$ cat config.mk
export PLATFORM = sky130hd
export DESIGN_NAME = fanout_1to8_tree
export DESIGN_NICKNAME = d
export VERILOG_FILES = /design/src/rtl/fanout_1to8_tree.sv
export SDC_FILE = /design/constraint.sdc
export NUM_CORES = 1
export LEC_CHECK = 0
export ABC_CLOCK_PERIOD_IN_PS = 3600
export BUFFER_PORTS_ARGS = -buffer_cell sky130_fd_sc_hd__buf_2
export CAP_MARGIN = 30
export CORE_ASPECT_RATIO = 1.75
export CORE_MARGIN = 2
export CORE_UTILIZATION = 37
export DETAILED_ROUTE_END_ITERATION = 7
export GPL_TIMING_DRIVEN = 0
export PLACE_DENSITY_LB_ADDON = 0.08
export SLEW_MARGIN = 25
export SYNTH_ARGS = -nofsm -noshare
export SYNTH_HDL_FRONTEND = slang
export SYNTH_SLANG_ARGS = --single-unit
export TNS_END_PERCENT = 50
$ cat constraint.sdc
create_clock -name clk -period 3.6 [get_ports clk]
set_input_delay 0.72 -clock clk [delete_from_list [all_inputs] [get_ports clk]]
set_output_delay 0.72 -clock clk [all_outputs]
set_load 0.03 [all_outputs]
$ cat src/rtl/fanout_1to8_tree.sv
// 1-to-8 routing tree of one-entry registered nodes (root -> 2 -> 4 -> 8 leaves).
// Optional broadcast forking is enabled by defining FANOUT_BROADCAST_EN.
module fanout_1to8_tree #(
  parameter int unsigned DW = 8
) (
  input  logic            clk,
  input  logic            rst_n,
  input  logic            in_valid,
  output logic            in_ready,
  input  logic [DW-1:0]   in_data,
  input  logic [2:0]      in_dest,
`ifdef FANOUT_BROADCAST_EN
  input  logic            in_bcast,
`endif
  output logic [7:0]      out_valid,
  input  logic [7:0]      out_ready,
  output logic [8*DW-1:0] out_data
);

  logic          root_full_q, root_full_d;
  logic [DW-1:0] root_data_q;
  logic [2:0]    root_dest_q;
  logic [1:0]    l1_full_q, l1_full_d;
  logic [DW-1:0] l1_data_q [2];
  logic [1:0]    l1_dest_q [2];
  logic [3:0]    l2_full_q, l2_full_d;
  logic [DW-1:0] l2_data_q [4];
  logic [3:0]    l2_dest_q;
  logic [7:0]    leaf_full_q, leaf_full_d;
  logic [DW-1:0] leaf_data_q [8];

  logic          root_bc;
  logic [1:0]    l1_bc;
  logic [3:0]    l2_bc;

  logic          root_leave, root_acc, root_push;
  logic [1:0]    l1_leave, l1_acc, l1_push;
  logic [3:0]    l2_leave, l2_acc, l2_push;
  logic [7:0]    leaf_leave, leaf_acc, leaf_push;

`ifdef FANOUT_BROADCAST_EN
  logic          root_bc_q;
  logic [1:0]    l1_bc_q;
  logic [3:0]    l2_bc_q;

  always_comb begin
    root_bc = root_bc_q;
    l1_bc   = l1_bc_q;
    l2_bc   = l2_bc_q;
  end

  // The broadcast flag travels with the word; it is qualified by the full flags.
  always_ff @(posedge clk) begin
    if (root_push) root_bc_q <= in_bcast;
    for (int unsigned i = 0; i < 2; i++)
      if (l1_push[i]) l1_bc_q[i] <= root_bc_q;
    for (int unsigned j = 0; j < 4; j++)
      if (l2_push[j]) l2_bc_q[j] <= l1_bc_q[j/2];
  end
`else
  always_comb begin
    root_bc = 1'b0;
    l1_bc   = '0;
    l2_bc   = '0;
  end
`endif

  // Acceptance ripples from the leaves up to the root; a broadcast node needs both children.
  always_comb begin
    leaf_leave = leaf_full_q & out_ready;
    leaf_acc   = ~leaf_full_q | leaf_leave;

    l2_leave = '0;
    for (int unsigned j = 0; j < 4; j++) begin
      if (l2_bc[j])
        l2_leave[j] = l2_full_q[j] & leaf_acc[2*j] & leaf_acc[2*j+1];
      else
        l2_leave[j] = l2_full_q[j] & (l2_dest_q[j] ? leaf_acc[2*j+1] : leaf_acc[2*j]);
    end
    l2_acc = ~l2_full_q | l2_leave;

    l1_leave = '0;
    for (int unsigned i = 0; i < 2; i++) begin
      if (l1_bc[i])
        l1_leave[i] = l1_full_q[i] & l2_acc[2*i] & l2_acc[2*i+1];
      else
        l1_leave[i] = l1_full_q[i] & (l1_dest_q[i][1] ? l2_acc[2*i+1] : l2_acc[2*i]);
    end
    l1_acc = ~l1_full_q | l1_leave;

    if (root_bc)
      root_leave = root_full_q & l1_acc[0] & l1_acc[1];
    else
      root_leave = root_full_q & (root_dest_q[2] ? l1_acc[1] : l1_acc[0]);
    root_acc = ~root_full_q | root_leave;
    in_ready = root_acc;
  end

  always_comb begin
    root_push = in_valid & root_acc;
    l1_push   = '0;
    l2_push   = '0;
    leaf_push = '0;
    for (int unsigned i = 0; i < 2; i++)
      l1_push[i] = root_leave & (root_bc | (root_dest_q[2] == i[0]));
    for (int unsigned j = 0; j < 4; j++)
      l2_push[j] = l1_leave[j/2] & (l1_bc[j/2] | (l1_dest_q[j/2][1] == j[0]));
    for (int unsigned k = 0; k < 8; k++)
      leaf_push[k] = l2_leave[k/2] & (l2_bc[k/2] | (l2_dest_q[k/2] == k[0]));

    root_full_d = (root_full_q & ~root_leave) | root_push;
    l1_full_d   = (l1_full_q & ~l1_leave) | l1_push;
    l2_full_d   = (l2_full_q & ~l2_leave) | l2_push;
    leaf_full_d = (leaf_full_q & ~leaf_leave) | leaf_push;
  end

  always_ff @(posedge clk or negedge rst_n) begin
    if (!rst_n) begin
      root_full_q <= 1'b0;
      l1_full_q   <= '0;
      l2_full_q   <= '0;
      leaf_full_q <= '0;
    end else begin
      root_full_q <= root_full_d;
      l1_full_q   <= l1_full_d;
      l2_full_q   <= l2_full_d;
      leaf_full_q <= leaf_full_d;
    end
  end

  // Payload registers carry no reset; only the dest bits still needed downstream are kept.
  always_ff @(posedge clk) begin
    if (root_push) begin
      root_data_q <= in_data;
      root_dest_q <= in_dest;
    end
    for (int unsigned i = 0; i < 2; i++)
      if (l1_push[i]) begin
        l1_data_q[i] <= root_data_q;
        l1_dest_q[i] <= root_dest_q[1:0];
      end
    for (int unsigned j = 0; j < 4; j++)
      if (l2_push[j]) begin
        l2_data_q[j] <= l1_data_q[j/2];
        l2_dest_q[j] <= l1_dest_q[j/2][0];
      end
    for (int unsigned k = 0; k < 8; k++)
      if (leaf_push[k]) leaf_data_q[k] <= l2_data_q[k/2];
  end

  always_comb begin
    out_valid = leaf_full_q;
    out_data  = '0;
    for (int unsigned k = 0; k < 8; k++)
      out_data[k*DW +: DW] = leaf_data_q[k];
  end

endmodule

==> metrics <==
status=finished, final reports clean; post-synthesis cell area=0.00468 mm²; f_max=384 MHz; worst path required time=2880 ps; post-synth cell types=18; H-tree depth=4; Sum Neg Setup Slack=0 ps; fin crit period=2610 ps; Hold Violations, Final=0; gr ovfl total=0; simple-gate area share of the yosys netlist=5.61%; Compound-Gate Fraction of Synth Area=2.19%; synth warn=0; leakage=2.27 nW; Clock transition at path regs=60 ps; Critical Path Max Stage Delay=440 ps; gpl congestion=0.667; final WL=7820 µm; root buffer cell=clkbuf_16; Synth Area in Adders=0%; number of diodes=0; Slew Limit Headroom=40.4%; area grow syn2layout=27.8%; port bufs=94; Switching Share=19.8%; final worst-path setup slack=994 ps; share of the synthesized area in the top cell type=84.0%; commonest non-fill, non-tap cell in the layout=edfxtp_1; initial antenna violation count=0; Synth area leader=edfxtp_1; register area share after synthesis=92.0%; layout cells sized above 1=38.3%; via count=2165; PostCTS Resize Cnt=0; Tightest Hold Check Type=in -> async; Initial Util=37.7%; Cell Chain, Critical Path=nor4bb_1 -> a31oi_2 -> o22ai_2 -> a22oi_1 -> buf_2; CTS tree=built; core area=0.0124 mm²; RSZ-0062 raised after global routing=false; hpwl dp=5630 µm; Syn Inst Count=208; Routed Antenna Nets=0; Place WS=989 ps; violation count after the first detailed-route iteration=136; # IOs=95; die span in x=89.0 µm; commonest cells after routing, fill and taps aside=edfxtp_1, buf_2, nand2_1, clkbuf_16, dfrtp_1; Worst Max-Slew Pin Slew=892 ps; # nets final=346; clk_lat worst skew=400 ps; Tcrit/Tclk final=72.4%; largest cells by area after synthesis=edfxtp_1, dfrtp_1, nand2b_1; Finished Cell Area=0.00599 mm²; first-pass GRT wire length=12100 µm; Max FO, Critical Path=5; Max Slew Vio Count=0; Avg Inst Size Synth=22.5 µm²; crit path kind=reg -> out; largest family of logic cells by synthesized area=simple AND/OR/NAND/NOR gates; Final Setup Violations=0; Max Clock Skew=8.02 ps; Crit. End Element=output pin; utilization after layout=48.1%; gr usage total=12.6%; Max-Cap Viols=0; Sequential Power Share=51.1%; sw power=0.000748 W; post-synthesis register bit count=146; largest net degree at the start of global routing=17; Setup crit start kind=flop; internal power=0.00302 W; critical path data arrival time=1890 ps; placed cell areas=0.00538 mm²; clock share of power=46.1%; drt pass-1 iters=4; CTS buffer count=17; DR vias/cell=4.29; crit path buf inv count=1; Hold-fix buffers, CTS=0; Crit-path slowest cell=edfxtp_1; drt drc=0; critical path's top delay family=compound AO/OA/AOI/OAI gates; Rows=54; Longest Clk Path Bufs=2; mux share of post-synthesis cell area=0%; Comb power frac=2.9%; Setup Buffers After CTS=0; Die ar.=0.0136 mm²; WL/cell=15.5 µm; die height=153 µm; syn_nets=230; clk sinks=146; power per cell area=629 mW/mm²; number of global-route vias before repair=2294; Synth Area in XOR/XNOR=0%; maximum vdd drop=0.420 mV
[Yosys cell counts]
library cell  count
a21o_1            1
a21oi_1           1
a221o_1           1
a221oi_1          1
a22oi_1           1
a31oi_2           1
and2_1            1
dfrtp_1          15
edfxtp_1        131
inv_1             2
nand2_1          17
nand2b_1         14
nor2_1            2
nor2b_1          13
nor4bb_1          1
o22a_1            3
o22ai_2           2
or2_1             1
[metrics by stage]
step / instances / total power (W) / hold WS [ps]
after global placement: 470 / 0.00207 / 428
after detailed placement: 471 / 0.00207 / 430
final: 505 / 0.00377 / 240
after CTS: 503 / 0.00381 / 238
after floorplan: 208 / 0.00201 / 421
after global routing: 505 / 0.00390 / 248
[area by class of cell]
type	instances	area [µm²]
multi-input cells	60	372
well taps	168	210
clock buffers	19	433
inverters	2	7.51
flip-flops and latches	146	4310
repair buffers	97	493
fillers	1127	6450
clock inverters	13	161
[final timing paths]
kind / depth (start not counted) / from / endpoint / slack, ps
worst max-delay path: 5 / l2_dest_q[3] / in_ready / 990
worst min-delay path: 1 / rst_n / out_valid[7] / 240
worst max register to register: 4 / out_valid[7] / l1_data_q[0][8] / 1650
worst min register to register: 0 / l2_data_q[2][4] / leaf_data_q[1][4] / 440
max in group asynchronous: 1 / rst_n / out_valid[3] / 3060
min in group clk: 0 / l2_data_q[2][4] / leaf_data_q[1][4] / 440
[power groups by stage]
stage	Combinational, W	Sequential, W	Clock, W
finish	0.000107	0.00192	0.00174
global route	0.000117	0.00193	0.00185
CTS	0.000109	0.00193	0.00178
detailed placement	0.000109	0.00196	0
global placement	0.000106	0.00196	0
floorplan	0.0000313	0.00198	0
[cell families after synthesis]
family                 after synthesis
DFF                                146
AOI/OAI and AO/OA                   11
and+or+nand+nor                     49
buffers and inverters                2
[flip-flops by register name (all words and copies together) (netlist names)]
signal	count
leaf_data_q	64
l2_data_q	32
l1_data_q	16
out_valid	8
root_data_q	8
l1_dest_q	4
l2_dest_q	4
l2_full_q	4
root_dest_q	3
l1_full_q	2
root_full_q	1
[routing by layer]
layer  vias up  wire length [µm]  global-route usage (%)
li1       1027                 -                       -
met2        65              4390                    21.9
met4         0               140                    5.54
met3        12               355                    4.70
met1      1061              2930                    13.2
met5         -                 0                       0
No activity file was read; power rests on OpenSTA's default activity.
